<file path="src/rtl/irq_aggregator_pkg.sv">
// Shared constants and types for the interrupt aggregator: register offsets,
// gateway state encoding and the source-ID width.
package irq_aggregator_pkg;

  localparam int unsigned IdWidth = 5;

  localparam logic [7:0] OffPending  = 8'h00;
  localparam logic [7:0] OffEnable   = 8'h04;
  localparam logic [7:0] OffEdgeCfg  = 8'h08;
  localparam logic [7:0] OffClaim    = 8'h0C;
  localparam logic [7:0] OffComplete = 8'h10;

  typedef enum logic [1:0] {
    GwIdle      = 2'd0,
    GwPending   = 2'd1,
    GwInService = 2'd2
  } gw_state_e;

endpackage

</file>
<file path="src/rtl/irq_gateway.sv">
// Per-source gateway: 2-flop synchroniser, rising-edge detect and the
// IDLE / PENDING / IN_SERVICE state machine with a sticky re-pend flag.
module irq_gateway
  import irq_aggregator_pkg::*;
(
  input  logic      clk_i,
  input  logic      rst_ni,
  input  logic      src,
  input  logic      edge_mode,
  input  logic      claim_win,
  input  logic      complete_hit,
  output logic      pending,
  output gw_state_e state
);

  logic      sync_1, sync_q, sync_prev;
  logic [1:0] seen_q;
  logic      armed_q;
  logic      edge_det;
  logic      repend_q, repend_d;
  gw_state_e state_q, state_d;

  // seen_q marks when sync_q carries a real sample rather than its reset value,
  // so a line held high across reset must be observed low before it can edge.
  always_ff @(posedge clk_i or negedge rst_ni) begin
    if (!rst_ni) begin
      sync_1    <= 1'b0;
      sync_q    <= 1'b0;
      sync_prev <= 1'b0;
      seen_q    <= '0;
      armed_q   <= 1'b0;
    end else begin
      sync_1    <= src;
      sync_q    <= sync_1;
      sync_prev <= sync_q;
      seen_q    <= {seen_q[0], 1'b1};
      armed_q   <= armed_q | (seen_q[1] & ~sync_q);
    end
  end

  assign edge_det = sync_q & ~sync_prev & armed_q;

  always_ff @(posedge clk_i or negedge rst_ni) begin
    if (!rst_ni) begin
      state_q  <= GwIdle;
      repend_q <= 1'b0;
    end else begin
      state_q  <= state_d;
      repend_q <= repend_d;
    end
  end

  always_comb begin
    state_d  = state_q;
    repend_d = repend_q;
    unique case (state_q)
      GwIdle: begin
        if (edge_mode ? edge_det : sync_q) state_d = GwPending;
      end
      GwPending: begin
        if (claim_win) begin
          state_d = GwInService;
          if (edge_mode && edge_det) repend_d = 1'b1;
        end else if (!edge_mode && !sync_q) begin
          state_d = GwIdle;
        end
      end
      GwInService: begin
        if (complete_hit) begin
          state_d  = (edge_mode && (repend_q || edge_det)) ? GwPending : GwIdle;
          repend_d = 1'b0;
        end else if (edge_mode && edge_det) begin
          repend_d = 1'b1;
        end
      end
      default: begin
        state_d  = GwIdle;
        repend_d = 1'b0;
      end
    endcase
  end

  always_comb begin
    pending = (state_q == GwPending);
    state   = state_q;
  end

endmodule

</file>
<file path="src/rtl/irq_aggregator.sv">
// Memory-mapped interrupt aggregator: bus decode, ENABLE/EDGE_CFG registers,
// lowest-ID claim arbitration and the registered interrupt to the core.
module irq_aggregator
  import irq_aggregator_pkg::*;
#(
  parameter int NumSrc       = 16,
  parameter int DataWidth    = 32,
  parameter int AddressWidth = 32
) (
  input  logic                    clk_i,
  input  logic                    rst_ni,
  input  logic [NumSrc-1:0]       irq_src_i,
  input  logic                    irq_req_i,
  input  logic [AddressWidth-1:0] irq_addr_i,
  input  logic                    irq_we_i,
  input  logic [DataWidth/8-1:0]  irq_be_i,
  input  logic [DataWidth-1:0]    irq_wdata_i,
  output logic                    irq_rvalid_o,
  output logic [DataWidth-1:0]    irq_rdata_o,
  output logic                    irq_err_o,
  output logic                    irq_o
);

  if (DataWidth != 32) begin : g_bad_data_width
    $error("irq_aggregator: DataWidth must be 32");
  end
  if (NumSrc < 1 || NumSrc > 31) begin : g_bad_num_src
    $error("irq_aggregator: NumSrc must be in 1..31");
  end

  logic [7:0]         offset;
  logic               hit_pend, hit_en, hit_edge, hit_claim, hit_compl;
  logic               bus_err, wr_ok, claim_fire, complete_fire;
  logic [NumSrc-1:0]  enable_q, edge_cfg_q, pending, active, claim_win;
  logic [IdWidth-1:0] claim_id;
  logic [DataWidth-1:0] rd_val;
  gw_state_e [NumSrc-1:0] gw_state;
  logic               unused_dbg;

  assign offset    = irq_addr_i[7:0];
  assign hit_pend  = (offset == OffPending);
  assign hit_en    = (offset == OffEnable);
  assign hit_edge  = (offset == OffEdgeCfg);
  assign hit_claim = (offset == OffClaim);
  assign hit_compl = (offset == OffComplete);

  assign bus_err = ~(hit_pend | hit_en | hit_edge | hit_claim | hit_compl)
                 | (irq_we_i & (hit_pend | hit_claim))
                 | (~irq_we_i & hit_compl);

  // Partial-byte writes are silently dropped; they are not an error.
  assign wr_ok         = irq_req_i & irq_we_i & ~bus_err & (&irq_be_i);
  assign complete_fire = wr_ok & hit_compl;
  assign claim_fire    = irq_req_i & ~irq_we_i & hit_claim;

  assign active = pending & enable_q;

  always_comb begin
    claim_id = '0;
    for (int i = NumSrc - 1; i >= 0; i--) begin
      if (active[i]) claim_id = IdWidth'(i + 1);
    end
  end

  for (genvar i = 0; i < NumSrc; i++) begin : g_gw
    assign claim_win[i] = claim_fire & (claim_id == IdWidth'(i + 1));

    irq_gateway u_gateway (
      .clk_i        (clk_i),
      .rst_ni       (rst_ni),
      .src          (irq_src_i[i]),
      .edge_mode    (edge_cfg_q[i]),
      .claim_win    (claim_win[i]),
      .complete_hit (complete_fire & (irq_wdata_i == DataWidth'(i + 1))),
      .pending      (pending[i]),
      .state        (gw_state[i])
    );
  end

  // Gateway states stay visible at this level for bound checkers.
  assign unused_dbg = ^{gw_state, irq_addr_i[AddressWidth-1:8]};

  always_comb begin
    rd_val = '0;
    case (offset)
      OffPending: rd_val = {{(DataWidth-NumSrc){1'b0}}, pending};
      OffEnable:  rd_val = {{(DataWidth-NumSrc){1'b0}}, enable_q};
      OffEdgeCfg: rd_val = {{(DataWidth-NumSrc){1'b0}}, edge_cfg_q};
      OffClaim:   rd_val = {{(DataWidth-IdWidth){1'b0}}, claim_id};
      default:    rd_val = '0;
    endcase
  end

  always_ff @(posedge clk_i or negedge rst_ni) begin
    if (!rst_ni) begin
      enable_q   <= '0;
      edge_cfg_q <= '0;
    end else if (wr_ok) begin
      if (hit_en)   enable_q   <= irq_wdata_i[NumSrc-1:0];
      if (hit_edge) edge_cfg_q <= irq_wdata_i[NumSrc-1:0];
    end
  end

  always_ff @(posedge clk_i or negedge rst_ni) begin
    if (!rst_ni) begin
      irq_rvalid_o <= 1'b0;
      irq_rdata_o  <= '0;
      irq_err_o    <= 1'b0;
      irq_o        <= 1'b0;
    end else begin
      irq_rvalid_o <= irq_req_i;
      irq_o        <= |active;
      if (irq_req_i) begin
        irq_err_o   <= bus_err;
        irq_rdata_o <= (bus_err || irq_we_i) ? '0 : rd_val;
      end
    end
  end

endmodule

</file>
<file path="config.mk">
export PLATFORM = sky130hd
export DESIGN_NAME = irq_aggregator
export DESIGN_NICKNAME = d
export VERILOG_FILES = /design/src/rtl/irq_aggregator_pkg.sv /design/src/rtl/irq_gateway.sv /design/src/rtl/irq_aggregator.sv
export SDC_FILE = /design/constraint.sdc
export NUM_CORES = 1
export LEC_CHECK = 0
export BUFFER_PORTS_ARGS = -buffer_cell sky130_fd_sc_hd__buf_2
export CAP_MARGIN = 30
export CORE_ASPECT_RATIO = 0.6
export CORE_MARGIN = 2
export CORE_UTILIZATION = 40
export DETAILED_ROUTE_END_ITERATION = 10
export PLACE_DENSITY = 0.68
export SYNTH_ARGS = -nofsm -noshare
export SYNTH_HDL_FRONTEND = slang
export SYNTH_SLANG_ARGS = --single-unit
export TNS_END_PERCENT = 50
</file>
<file path="constraint.sdc">
create_clock -name clk_i -period 4.17 [get_ports clk_i]
set_clock_uncertainty 0.2 [all_clocks]
set_input_delay 0.417 -clock clk_i [delete_from_list [all_inputs] [get_ports clk_i]]
set_output_delay 0.417 -clock clk_i [all_outputs]
set_load 0.01 [all_outputs]
</file>
# ---- Word-level counts from Yosys, hierarchy flattened
# Index checks and enable logic that the tools add are counted.
dict set report totals {
  reg_bits 211
  output_inout_bits 35
  wordCells 757
}
dict set report op_classes {
  bitwise 163
  eq_ne 132
  mux 194
  n_reduce_logical 150
}
# cell count
set ops {}
lappend ops {{$eq 32x4->1 const B} 8}
lappend ops {{$eq 32x3->1 const B} 4}
lappend ops {{$mux 2} 64}
lappend ops {{$ne 2x1->1 const B} 48}
lappend ops {{$pmux 2 s3} 16}
lappend ops {{$and 1x1->1} 88}
lappend ops {{$mux 1} 80}
lappend ops {{$mux 5} 16}
lappend ops {{$eq 32x2->1 const B} 2}
lappend ops {{$pmux 16 s4} 1}
lappend ops {{$not 1->1} 51}
lappend ops {{$logic_and 1x1->1} 48}
lappend ops {{$ne 3x2->1 const B} 16}
lappend ops {{$pmux 1 s3} 16}
lappend ops {{$reduce_and 3->1} 16}
lappend ops {{$eq 5x4->1 const B} 8}
lappend ops {{$reduce_and 2->1} 18}
lappend ops {{$eq 2x1->1 const B} 16}
lappend ops {{$eq 2x2->1 const B} 16}
lappend ops {{$eq 32x1->1 const B} 1}
lappend ops {{$eq 32x5->1 const B} 1}
lappend ops {{$logic_not 1->1} 32}
lappend ops {{$logic_not 2->1} 16}
lappend ops {{$mux 32} 1}
lappend ops {{other kinds (13)} 56}

# ---- Longest topological paths before layout
# Gate-level depths: netlist of run 1.
dict set report depth {
  ltp_word 22
  mapped_depth 10
  mapped_depth_nobuf 8
}

# ---- Cells and area by module
# From an unflattened synthesis of run 1, not the netlist that was laid out.
dict set report unflattened {
  cells_unflattened 896
  hier_area_um2 10233.6
}
# module instances cells_each area_per_inst_um2
set modules_own_cells {}
lappend modules_own_cells {irq_gateway 16 36 442.9}
lappend modules_own_cells {irq_aggregator 1 320 3146.8}

# ---- Worst setup path before layout of run 1
# Ideal clock, no wire load.
dict set report synth_timing {
  path_type {input to register}
  startpoint {input irq_addr_i[1]}
  endpoint {register g_gw[4].u_gateway.state_q[0]}
  path_stages 7
  n_path_buf 1
  required_time_ns 3.842
  slack_ns 0.866
  t_arrival_ns 2.976
  path_cell_list {or4_4 -> or4_4 -> or4_1 -> buf_2 -> o31a_1 -> a211oi_2 -> mux2_1}
}
dict set report synth_between {
  elab_chain_len 15
  word_cells_on_any_way 27
}
# item line_no
set synth_lines {}
lappend synth_lines {{from (decl)} irq_aggregator.sv:14} ;# input logic [AddressWidth-1:0] irq_addr_i,
lappend synth_lines {{$eq 8x3->1 / $logic_not 8->1 (equally long branches)} {irq_aggregator.sv:42, irq_aggregator.sv:41}}
lappend synth_lines {{$or 1x1->1 (4 in a row)} irq_aggregator.sv:47} ;# assign bus_err = ~(hit_pend | hit_en | hit_edge | hit_claim | hit_compl)
lappend synth_lines {{$not 1->1} irq_aggregator.sv:47}
lappend synth_lines {{$or 1x1->1} irq_aggregator.sv:48} ;# | (irq_we_i & (hit_pend | hit_claim))
lappend synth_lines {{$or 1x1->1} irq_aggregator.sv:49} ;# | (~irq_we_i & hit_compl);
lappend synth_lines {{$not 1->1} irq_aggregator.sv:52} ;# assign wr_ok = irq_req_i & irq_we_i & ~bus_err & (&irq_be_i);
lappend synth_lines {{$and 1x1->1 (2 in a row)} irq_aggregator.sv:52}
lappend synth_lines {{$and 1x1->1} irq_aggregator.sv:53} ;# assign complete_fire = wr_ok & hit_compl;
lappend synth_lines {{$and 1x1->1} irq_aggregator.sv:74} ;# .complete_hit (complete_fire & (irq_wdata_i == DataWidth'(i + 1))),
lappend synth_lines {{$ne 2x1->1 (no line)} -}
lappend synth_lines {{$reduce_and 3->1 (no line)} -}
lappend synth_lines {{to (signal assigned)} irq_gateway.sv:45} ;# state_q <= GwIdle;
lappend synth_lines {{to (signal assigned)} irq_gateway.sv:48} ;# state_q <= state_d;
lappend synth_lines {{to (decl)} irq_gateway.sv:21} ;# gw_state_e state_q, state_d;
# Several ways; a longest one is shown, not always the timed one.
# A chain may end at the register's enable or synchronous reset.

# ---- Worst setup path in the final report of run 1
dict set report layout_timing {
  startpoint {register g_gw[4].u_gateway.state_q[0]}
  endpoint {register g_gw[14].u_gateway.state_q[0]}
}
dict set report layout_between {
  elab_chain_len 11
  word_cells_on_any_way 13
}
# item line_no
set layout_lines {}
lappend layout_lines {{$eq 2x1->1 *} irq_gateway.sv:84} ;# pending = (state_q == GwPending);
lappend layout_lines {{$and 16x16->16 *} irq_aggregator.sv:56} ;# assign active = pending & enable_q;
lappend layout_lines {{$mux 5 * (5 in a row)} irq_aggregator.sv:61} ;# if (active[i]) claim_id = IdWidth'(i + 1);
lappend layout_lines {{$eq 5x4->1 *} irq_aggregator.sv:66} ;# assign claim_win[i] = claim_fire & (claim_id == IdWidth'(i + 1));
lappend layout_lines {{$and 1x1->1 *} irq_aggregator.sv:66}
lappend layout_lines {{$ne 3x2->1 (no line) / $mux 2 (equally long branches)} -}
lappend layout_lines {{$reduce_and 3->1 (no line) / $pmux 2 s3 (equally long branches)} -}
lappend layout_lines {{to (signal assigned)} irq_gateway.sv:45}
lappend layout_lines {{to (signal assigned)} irq_gateway.sv:48}
lappend layout_lines {{to (decl)} irq_gateway.sv:21}
# Every way passes the cells marked *; elsewhere a longest branch is shown, timed or not.

==> metrics.md, run 1 <==
| Metric | Value |
|---|---|
| Final Hold Viols | 0 |
| Htree depth | 4 |
| PD cells | 390 nW/µm² |
| Final cell count without fillers | 1,390 |
| Fin nets | 1,214 |
| # clock sinks | 165 |
| Worst path cell trace | ha_1, a22o_1, or4_1, nor3_1, or4b_1, a21oi_1, mux2_2 |
| Seq pwr share | 0.416 |
| Initial antenna violation count | 0 |
| CTS tree | yes |
| CP Buf/Inv Count | 0 |
| Largest stage delay, worst path | 0.62 ns |
| RSZ-0062 raised after global routing | no |
| WS Path Type | reg2reg |
| Final WL | 26.0 mm |
| Vias per cell | 5.61 |
| Global Route Usage Sum | 0.217 |
| Leak pwr | 5.07 nW |
| Initial DRC Count | 741 |
| Netlist cell types | 77 |
| Fmax | 273 MHz |
| Std cell rows | 43 |
| R2R Setup Slk | 0.51 ns |
| Vias in the first global route | 7,328 |
| Initial Utilization | 0.409 |
| Comb pwr share | 0.239 |
| Seq cells post-synth | 165 |
| Final hold slack | 0.0424 ns |
| Startpoint Class | flip-flop |
| Register area share after synthesis | 0.435 |
| Fin Setup TNS | 0 ns |
| Fin. max-slew vios | 0 |
| Final cycle utilization of the critical path | 0.877 |
| Post-route ant nets | 0 |
| Placeable Area | 23,200 µm² |
| Die height | 123 µm |
| Family with the most delay on the worst path | simple AND/OR/NAND/NOR gates |
| Fraction of registers with async set/reset | 1.00 |
| DRC viols | 0 |
| Synth warnings | 0 |
| Sw Pwr | 0.00135 W |
| Share of layout cells above drive strength 1 | 0.191 |
| Worst Setup End Kind | flip-flop |
| Cell total after placement | 1,341 |
| Cells after Synth | 948 |
| Cell Area, Synth | 9490 µm² |
| Final min period | 3.66 ns |
| Die area | 25,000 µm² |
| Post-CTS Setup Inserts | 0 |
| VDD IR max | 0.277 mV |
| Syn-to-layout area delta | 16.3% |
| DR vias | 7,802 |
| Worst slew margin | 0.415 |
| Cts bufs inserted | 17 |
| IO buf count | 82 |
| I/O pin cnt | 123 |
| Clock power share | 0.344 |
| Critical Path Fanout Max | 9 |
| Syn Area/Cell | 10.0 µm² |
| Die width | 203 µm |
| Switching Share | 0.313 |
| Clock Pin Slew Worst Setup and Hold Paths | 0.06 ns |
| Clk buf depth | 2 |
| Pin count of the biggest net entering global routing | 91 |
| Clock latency on the worst-skew pair | 0.45 ns |
| Status | finished, final reports clean |
| Pint | 0.00296 W |
| Drt first pass iters | 7 |
| Worst slew pin tran | 0.877 ns |
| DP HPWL | 19.1 mm |
| Top_reg_cell synth | dfrtp_1 |
| First-pass GRT wire length | 41.1 mm |
| Setup violations, final | 0 |
| Routed len/inst | 18.7 µm |
| EDFF count, synth | 0 |
| Worst Path Arrival | 3.80 ns |
| Hold WC Path Type | in2reg |
| WP data required | 4.31 ns |
| Critical Path Slowest Stage Cell | or4_1 |
| Fin util | 0.476 |
| Max-Cap Viols | 0 |
| Routability congestion estimate from global placement | 0.912 |
| CTS root buffer | clkbuf_16 |
| Grt ovf | 0 |
| Diode count | 0 |
-- cell usage in the layout, fill, tap and decap left out, types with 11 or more instances in the layout --
| master | instances |
|---|---|
| o211ai_1 | 23 |
| a31oi_1 | 33 |
| conb_1 | 17 |
| a21o_1 | 31 |
| buf_4 | 21 |
| a21oi_1 | 41 |
| o22ai_1 | 18 |
| nor2_1 | 50 |
| a22o_1 | 11 |
| inv_1 | 80 |
| o21ai_0 | 52 |
| mux2i_1 | 22 |
| dfrtp_1 | 165 |
| nor4_1 | 11 |
| mux2_2 | 49 |
| nor2b_1 | 15 |
| clkbuf_16 | 17 |
| ha_1 | 64 |
| dlygate4sd3_1 | 17 |
| nand2_1 | 60 |
| buf_2 | 81 |
-- worst paths after layout --
path,from,depth (start not counted),to
setup / recovery,g_gw[4].u_gateway.state[0],7,g_gw[14].u_gateway.state[0]
hold / removal,irq_wdata_i[7],2,edge_cfg_q[7]
setup reg to reg,g_gw[4].u_gateway.state[0],7,g_gw[14].u_gateway.state[0]
hold reg to reg,g_gw[3].u_gateway.sync_1,0,g_gw[3].u_gateway.sync_q
max in group asynchronous,rst_ni,4,g_gw[2].u_gateway.sync_prev
min in group asynchronous,rst_ni,2,g_gw[5].u_gateway.sync_1
-- synth_stat cells (6+ instances only) --
cell type	number	area (µm²)
a211oi_1	9	67.6
a21o_1	31	233
a21oi_1	41	205
a22o_1	11	96.3
a22oi_1	9	67.6
a31oi_1	33	206
and2_1	6	37.5
buf_4	16	120
clkbuf_1	23	86.3
dfrtp_1	165	4130
ha_1	64	801
inv_1	80	300
mux2_2	49	552
mux2i_1	22	220
nand2_1	60	225
nand2b_1	8	50.1
nand3_1	9	45.0
nand4_1	10	62.6
nor2_1	50	188
nor2b_1	15	93.8
nor3_1	10	50.1
nor3b_1	10	75.1
nor4_1	11	68.8
o211ai_1	23	173
o21ai_0	52	260
o22ai_1	18	113
or3_1	9	56.3
-- what timing repair did --
action	in CTS	in global routing
hold buffers	17	0
endpoints found under the hold margin	139	0
resized for setup	0	0
-- cell type report --
| class | instances | area, µm² |
|---|---|---|
| Clock buffer | 23 | 458 |
| Clock inverter | 9 | 80.1 |
| Fill cell | 2188 | 12200 |
| Inverter | 80 | 300 |
| Multi-Input combinational cell | 677 | 4900 |
| Sequential cell | 165 | 4130 |
| Tap cell | 315 | 394 |
| Timing Repair Buffer | 121 | 772 |
-- registers in the layout, summed over array words and instances, names as in the netlist, 16 cells and up --
| register | flops |
|---|---|
| g_gw.u_gateway.armed_q | 16 |
| enable_q | 16 |
| g_gw.u_gateway.sync_1 | 16 |
| g_gw.u_gateway.repend_q | 16 |
| g_gw.u_gateway.state | 32 |
| irq_rdata_o | 16 |
| edge_cfg_q | 16 |
| g_gw.u_gateway.sync_q | 16 |
| g_gw.u_gateway.sync_prev | 16 |
-- kinds of logic (layout without fill, tap and decap cells) --
kind of cell    count (synthesis)  in the layout  synth area share
buf+inv                       121            233            0.0543
flops                         165            165             0.435
mux                            72             72            0.0825
compound gates                283            283             0.204
other cells                     2             17          0.000791
fa+ha+maj                      64             64            0.0844
simple gates                  241            241             0.139
-- power groups by stage --
stage / combinational [W] / clock (W) / sequential (W)
finish: 0.00103 / 0.00148 / 0.00179
CTS: 0.00101 / 0.00152 / 0.00179
global placement: 0.000971 / 0 / 0.00181
global route: 0.00114 / 0.00159 / 0.00181
detailed placement: 0.000994 / 0 / 0.00182
floorplan: 0.000714 / 0 / 0.00179
-- per-stage QoR --
| step | worst slack (ns) | total power (W) | area [µm²] |
|---|---|---|---|
| floorplan | 0.866 | 0.00251 | 9550 |
| global placement | 0.460 | 0.00279 | 10300 |
| detailed placement | 0.359 | 0.00281 | 10300 |
| CTS | 0.580 | 0.00432 | 11000 |
| global route | 0.377 | 0.00453 | 11000 |
| finish | 0.513 | 0.00431 | 11000 |
-- per-layer routing --
metal / global-route usage / vias up / routed length (µm)
li1: - / 3674 / -
met1: 0.319 / 3853 / 12900
met2: 0.311 / 249 / 10900
met3: 0.0556 / 26 / 1890
met4: 0.0652 / 0 / 335
met5: 0 / - / 0
-- worst register-to-register path, stage by stage, from the launching register on --
cell and delay [ns]:
dfrtp_1 0.42, ha_1 0.36, a22o_1 0.32, or4_1 0.62
nor3_1 0.44, or4b_1 0.61, a21oi_1 0.22, mux2_2 0.35
No activity file was read; power rests on OpenSTA's default activity.
==> run 2: changes to the inputs <==
ABC_AREA = 1   (was default)
==> run 2 against run 1 <==
  * Wire length fell by 8.9%
  * Critical path depth rose by 16
  * Die area fell by 0.77%
  * Synthesized cell count rose by 22%
  * Sequential share of layout area rose by 0.44 points
  * Utilization fell by 0.34 points
  * Register-to-register slack improved by 0.74 ns
  * Critical path type unchanged
  * Critical endpoint is now g_gw[4].u_gateway.state[0]
  * Largest cell class unchanged
  * Highest routed layer unchanged
==> metrics.md, run 2 <==
| Metric | Value |
|---|---|
| Vias in the first global route | 7,343 (+0.20%) |
| Place WS | 0.933 ns (+0.573 ns) |
| Diode count | 0 (unchanged) |
| Cell Area, Synth | 9420 µm² (-0.79%) |
| Max-Cap Viols | 0 (unchanged) |
| Worst slew margin | 0.349 (-0.0660) |
| PD cells | 418 nW/µm² (+7.2%) |
| Fraction of registers with async set/reset | 1.00 (unchanged) |
| Final worst slack | 1.25 ns (+0.741 ns) |
| Worst Setup End Kind | flip-flop |
| Setup crit end | g_gw[4].u_gateway.state[0] |
| Critical Path Fanout Max | 8 (-1) |
| Final Hold Viols | 0 (unchanged) |
| Status | finished, final reports clean |
| Ranking of synthesized cells by area | dfrtp_1 44%, nand2_1 12%, ha_1 8.5% |
| Worst slew pin tran | 0.974 ns (+0.0967 ns) |
| Clk buf depth | 2 (unchanged) |
| Worst Path Arrival | 3.05 ns (-0.75 ns) |
| CP startpoint | g_gw[14].u_gateway.state[1] |
| Placement-stage cell area | 10,100 µm² (-1.8%) |
| Die area | 24,800 µm² (-0.77%) |
| Largest register FFs | 32 (unchanged) |
| Die width | 202 µm (-0.39%) |
| Post-CTS Setup Inserts | 0 (unchanged) |
| RSZ-0062 raised after global routing | no |
| Placeable Area | 23,100 µm² (-0.46%) |
| Routability congestion estimate from global placement | 0.930 (+2.1%) |
| Count leader, synth | nand2_1 |
| Drt first pass iters | 5 (-2) |
| Most common cell after layout, fill and taps aside | nand2_1 |
| Vias per cell | 5.08 (-9.5%) |
| Syn-to-layout area delta | 15.8% |
| First-pass GRT wire length | 38.6 mm (-6.3%) |
| Fin. max-slew vios | 0 (unchanged) |
| Top_reg_cell synth | dfrtp_1 |
| Cts bufs inserted | 17 (unchanged) |
| Final WL | 23.7 mm (-8.9%) |
| Final min period | 2.92 ns (-0.741 ns) |
| Global Route Usage Sum | 0.203 (-0.0133) |
| Clock Pin Slew Worst Setup and Hold Paths | 0.06 ns (about the same) |
| R2R Setup Slk | 1.25 ns (+0.74 ns) |
| Syn Area/Cell | 8.15 µm² (-19%) |
| Fin nets | 1,413 (+16%) |
| Post-synth top area cell | dfrtp_1 |
| CTS Hold Bufs | 18 (+1) |
| Clock latency on the worst-skew pair | 0.45 ns (about the same) |
| Reg-to-Reg End | g_gw[4].u_gateway.state[0] |
| EDFF count, synth | 0 (unchanged) |
| Share of layout cells above drive strength 1 | 0.134 (-0.0565) |
| DRC viols | 0 (unchanged) |
| R2r startpoint | g_gw[14].u_gateway.state[1] |
| WS Path Type | reg2reg |
| CTS resizes | 0 (unchanged) |
| Fin Setup TNS | 0 ns (unchanged) |
| Post-synth top cells | 289 x nand2_1, 165 x dfrtp_1, 157 x inv_1 |
| VDD IR max | 0.287 mV (+3.5%) |
| IO buf count | 82 (unchanged) |
| Final hold slack | 0.0706 ns (+0.0282 ns) |
| CTS root buffer | clkbuf_16 |
| Cells after Synth | 1,156 (+22%) |
| Std cell rows | 43 (unchanged) |
| Register area share after synthesis | 0.438 (+0.00347) |
| Finished Cell Area | 10,900 µm² (-1.2%) |
| Die height | 123 µm (-0.39%) |
| DR vias | 8,072 (+3.5%) |
| Leak pwr | 5.42 nW (+7.0%) |
| Initial Utilization | 0.408 (-0.00134) |
| Seq cells post-synth | 165 (unchanged) |
| Hold WC Path Type | in2reg |
| # clock sinks | 165 (unchanged) |
| Initial antenna violation count | 0 (unchanged) |
| Pin count of the biggest net entering global routing | 84 (-7.7%) |
| CTS tree | yes |
| Post-route ant nets | 0 (unchanged) |
| Netlist cell types | 48 (-38%) |
| WP data required | 4.31 ns (about the same) |
| Grt ovf | 0 (unchanged) |
| Startpoint Class | flip-flop |
| Commonest cells after routing, fill and taps aside | 289 x nand2_1, 165 x dfrtp_1, 157 x inv_1, 103 x nand3_1, 81 x buf_2 |
| Post-synth top area share | 0.438 (+0.00347) |
| Htree depth | 4 (unchanged) |
| DP HPWL | 17.3 mm (-9.2%) |
| R2R depth | 23 (+16) |
| I/O pin cnt | 123 (unchanged) |
| Routed len/inst | 14.9 µm (-20%) |
| Initial DRC Count | 713 (-3.8%) |
| Fmax | 343 MHz (+25%) |
| Setup violations, final | 0 (unchanged) |
| Synth warnings | 0 (unchanged) |
| Final cycle utilization of the critical path | 0.699 (-0.178) |
-- run 2: worst min path at each step --
stage,start,to,cells after the start
after global routing,irq_wdata_i[10],edge_cfg_q[10],3
after detailed placement,g_gw[5].u_gateway.sync_1,g_gw[5].u_gateway.sync_q,0
after floorplan,rst_ni,edge_cfg_q[0],0
after global placement,g_gw[8].u_gateway.sync_1,g_gw[8].u_gateway.sync_q,0
final,irq_wdata_i[10],enable_q[10],3
after CTS,irq_wdata_i[10],edge_cfg_q[10],3
-- run 2: logic make-up (layout without fill, tap and decap cells) --
group	count (synthesis)	after routing	synth area share
compound gates	183	183	0.119
flops	165	165	0.438
other cells	2	17	0.000798
simple gates	549	549	0.271
fa+ha+maj	64	64	0.0850
buf+inv	193	296	0.0862
-- run 2: final cells by class --
| type | instances | area, µm² |
|---|---|---|
| inverter | 159 | 597 |
| clock inverter | 8 | 97.6 |
| multi-input combinational | 813 | 4530 |
| tap | 315 | 394 |
| fill | 2238 | 12200 |
| clock buffer | 24 | 492 |
| sequential | 165 | 4130 |
| timing repair buffer | 105 | 667 |
-- run 2: worst max-delay path, stage by stage (launching register included) --
cell and delay, ns:
dfrtp_1 0.42, inv_1 0.09, ha_1 0.28, nand2_1 0.11
inv_1 0.06, nand2_1 0.04, nand2_1 0.05, nand2_1 0.05
nand2_1 0.05, nand2_1 0.05, nand2_1 0.05, nand2_1 0.06
nand2_1 0.05, nand2_1 0.05, nand2_1 0.05, nand2_1 0.06
nand2_2 0.13, nand2_2 0.17, nand2_2 0.21, nand3_1 0.20
nand2_1 0.16, nand2_1 0.09, nand2_1 0.07, nand2_1 0.05
-- run 2: power breakdown --
group	internal (W)	total (W)	switching (W)
sequential	0.00171	0.00183	0.000114
clock	0.000942	0.00159	0.000651
combinational	0.000430	0.00114	0.000710
total	0.00308	0.00456	0.00148
-- run 2: metal layers --
metal | GRT usage | vias up | part of all wire | wire, µm
met5 | 0 | - | 0 | 0
met4 | 0.0832 | 0 | 0.022 | 524
met3 | 0.0489 | 27 | 0.078 | 1840
met2 | 0.285 | 252 | 0.40 | 9590
met1 | 0.299 | 3817 | 0.50 | 11700
li1 | - | 3976 | - | -
-- run 2: through the flow --
step                      std cells  total power [W]  utilization
after detailed placement       1539          0.00297        0.439
after floorplan                1171          0.00267            -
final                          1589          0.00456        0.473
after global placement         1538          0.00293        0.438
after global routing           1589          0.00487        0.473
after CTS                      1589          0.00459        0.473
==> run 3: changes to the inputs <==
PLACE_DENSITY = 0.7   (was 0.68)
clock period = 2.35 ns   (was 4.17 ns; I/O delays follow)
==> run 3 against run 2 <==
  * The run now ends with setup timing left
  * Clock power grew 69%
  * Sequential share of layout area shrank 5.1 points
  * Maximum frequency grew 18%
  * Non-clock buffer count grew 145
  * Power grew 93%
  * Die area is the same
  * Critical path type unchanged
  * Largest power group unchanged
  * Highest routed layer unchanged
==> metrics.md, run 3 (synthesis results as in run 2) <==
| Metric | Value |
|---|---|
| Status | finished with violations |
| Failing checks | setup timing |
| IO buf count | 82 (unchanged) |
| Startpoint Class | flip-flop |
| Final min period | 2.47 ns (-0.448 ns) |
| Std cell rows | 43 (unchanged) |
| WS Path Type | reg2reg |
| PD cells | 698 nW/µm² (+67%) |
| Final Hold Viols | 0 (unchanged) |
| DRC viols | 0 (unchanged) |
| R2R Setup Slk | -0.12 ns (-1.37 ns) |
| Hold depth | 3 (unchanged) |
| Cts bufs inserted | 17 (unchanged) |
| Hold EP | edge_cfg_q[7] |
| Placeable Area | 23,100 µm² (unchanged) |
| Worst slew pin tran | 0.706 ns (-0.267 ns) |
| WP data required | 2.48 ns (-1.83 ns) |
| Syn-to-layout area delta | 33.8% |
| I/O pin cnt | 123 (unchanged) |
| Vias in the first global route | 8,204 (+12%) |
| Switching Share | 0.333 (+0.00997) |
| Reg-to-Reg End | g_gw[6].u_gateway.state[0] |
| VDD IR max | 0.446 mV (+55%) |
| First-pass GRT wire length | 42.8 mm (+11%) |
| RSZ-0062 raised after global routing | yes |
| Place WS | -0.310 ns (-1.24 ns) |
| Leak pwr | 6.23 nW (+15%) |
| CTS root buffer | clkbuf_16 |
| Die area | 24,800 µm² (unchanged) |
| Worst slew margin | 0.529 (+0.179) |
| Initial antenna violation count | 0 (unchanged) |
| Critical Path Fanout Max | 4 (-4) |
| Post-route ant nets | 0 (unchanged) |
| Commonest cells after routing, fill and taps aside | 242 x nand2_1, 165 x dfrtp_1, 137 x inv_1, 126 x buf_4, 92 x nand3_1 |
| Cell total after placement | 1,647 (+7.0%) |
| Fin Setup TNS | -1.71 ns (-1.71 ns) |
| Grt ovf | 0 (unchanged) |
| CTS tree | yes |
| Share of layout cells above drive strength 1 | 0.287 (+0.153) |
| Final cell count without fillers | 1,733 (+9.1%) |
| Global Route Usage Sum | 0.224 (+0.0207) |
| DP HPWL | 19.1 mm (+10%) |
| Pin count of the biggest net entering global routing | 59 (-30%) |
| Clock latency on the worst-skew pair | 0.45 ns (about the same) |
| Final worst slack | -0.118 ns (-1.37 ns) |
| Final cycle utilization of the critical path | 1.05 (+0.351) |
| Fin nets | 1,558 (+10%) |
| # clock sinks | 165 (unchanged) |
| Seq pwr share | 0.368 (-0.033) |
| Max-Cap Viols | 0 (unchanged) |
| R2r startpoint | g_gw[10].u_gateway.state[0] |
| Initial DRC Count | 721 (+1.1%) |
| Hold WC Path Type | in2reg |
| Largest register FFs | 32 (unchanged) |
| Hold Crit Start | irq_wdata_i[7] |
| Clk buf depth | 2 (unchanged) |
| Vias per cell | 5.03 (-1.0%) |
| Drt first pass iters | 6 (+1) |
| Pint | 0.00586 W (+90%) |
| DR vias | 8,712 (+7.9%) |
| Die height | 123 µm (unchanged) |
| Sw Pwr | 0.00293 W (+99%) |
| Tot Pwr | 0.00879 W (+93%) |
| Fin. max-slew vios | 0 (unchanged) |
| Comb pwr share | 0.327 (+0.077) |
| Routed len/inst | 15.4 µm (+3.4%) |
| Die width | 202 µm (unchanged) |
| Diode count | 0 (unchanged) |
| Htree depth | 4 (unchanged) |
| Most common cell after layout, fill and taps aside | nand2_1 |
| Clock power share | 0.304 (-0.045) |
| Worst Path Arrival | 2.60 ns (-0.45 ns) |
| Routability congestion estimate from global placement | 0.962 (+3.4%) |
| Final WL | 26.7 mm (+13%) |
| R2R depth | 16 (-30%) |
| Clock Pin Slew Worst Setup and Hold Paths | 0.06 ns (about the same) |
| Initial Utilization | 0.408 (unchanged) |
| Fmax | 405 MHz (+18%) |
| Setup violations, final | 36 (+36) |
| Worst Setup End Kind | flip-flop |
==> run 3: cell count changes in the layout (fill, tap and decap cells not counted), moves of 15 or more <==
cell,previous run,this run
dlygate4sd3_1,18,33
inv_2,2,22
ha_1,64,49
buf_4,3,126
nand2_1,289,242
nand2_2,5,41
inv_1,157,137
ha_4,0,15
==> run 3: final cells by class <==
class,count,area (µm²)
multi-input cells,813,5080
flip-flops and latches,165,4130
inverters,159,597
clock inverters,9,78.8
clock buffers,22,474
repair buffers,250,1850
fillers,2076,10500
well taps,315,394
==> run 3: worst max path at each step <==
stage	startpoint	to	slack [ns]	cells after the start
final	g_gw[10].u_gateway.state[0]	g_gw[6].u_gateway.state[0]	-0.12	16
after global routing	g_gw[14].u_gateway.state[1]	g_gw[14].u_gateway.state[1]	-0.28	22
after CTS	g_gw[14].u_gateway.state[1]	g_gw[14].u_gateway.state[0]	-0.02	22
after detailed placement	g_gw[9].u_gateway.state[0]	g_gw[5].u_gateway.state[0]	-0.31	15
after global placement	g_gw[9].u_gateway.state[0]	g_gw[5].u_gateway.state[0]	-0.18	15
after floorplan	g_gw[7].u_gateway.state[1]	g_gw[3].u_gateway.state[0]	0.03	16
==> run 3: power groups by stage <==
stage	clock network, W	registers, W	logic (W)
final	0.00268	0.00324	0.00288
after global routing	0.00287	0.00326	0.00322
after CTS	0.00273	0.00323	0.00266
after detailed placement	0	0.00322	0.00242
after global placement	0	0.00321	0.00237
after floorplan	0	0.00324	0.00150
==> run 3: metal layers <==
layer / vias to the layer above / GRT usage / wire, µm
met5: - / 0 / 0
met4: 0 / 0.0919 / 697
met3: 42 / 0.0388 / 1650
met2: 266 / 0.322 / 11200
met1: 4132 / 0.332 / 13200
li1: 4272 / - / -
==> run 3: repair_timing <==
item,CTS,global route
hold buffers,33,0
setup buffers,13,9
pin swaps,19,25
resized for setup,92,56
hold endpoints to repair,212,0
setup endpoints to repair,42,47
==> run 3: worst max-delay path, cell delays in order (launching register included) <==
cell	delay, ns
dfrtp_1	0.42
ha_4	0.18
nand2_2	0.07
nand2_2	0.08
nor2_4	0.15
o21ai_2	0.07
nand2_1	0.06
nand2_1	0.07
inv_2	0.07
nand2_2	0.06
nor3_4	0.30
buf_4	0.17
nand4_1	0.16
nand3_2	0.13
nand2_4	0.06
nand2_1	0.06
o21ai_1	0.05
==> run 3: metrics by stage <==
| stage | hold WS (ns) | utilization | area, µm² |
|---|---|---|---|
| 3_5_place_dp | -0.0527 | 0.475 | 11000 |
| 3_3_place_gp | -0.0544 | 0.475 | 11000 |
| 4_1_cts | 0.000597 | 0.533 | 12300 |
| 6_report | 0.0331 | 0.546 | 12600 |
| 2_1_floorplan | -0.261 | - | 9470 |
| 5_1_grt | 0.0285 | 0.546 | 12600 |
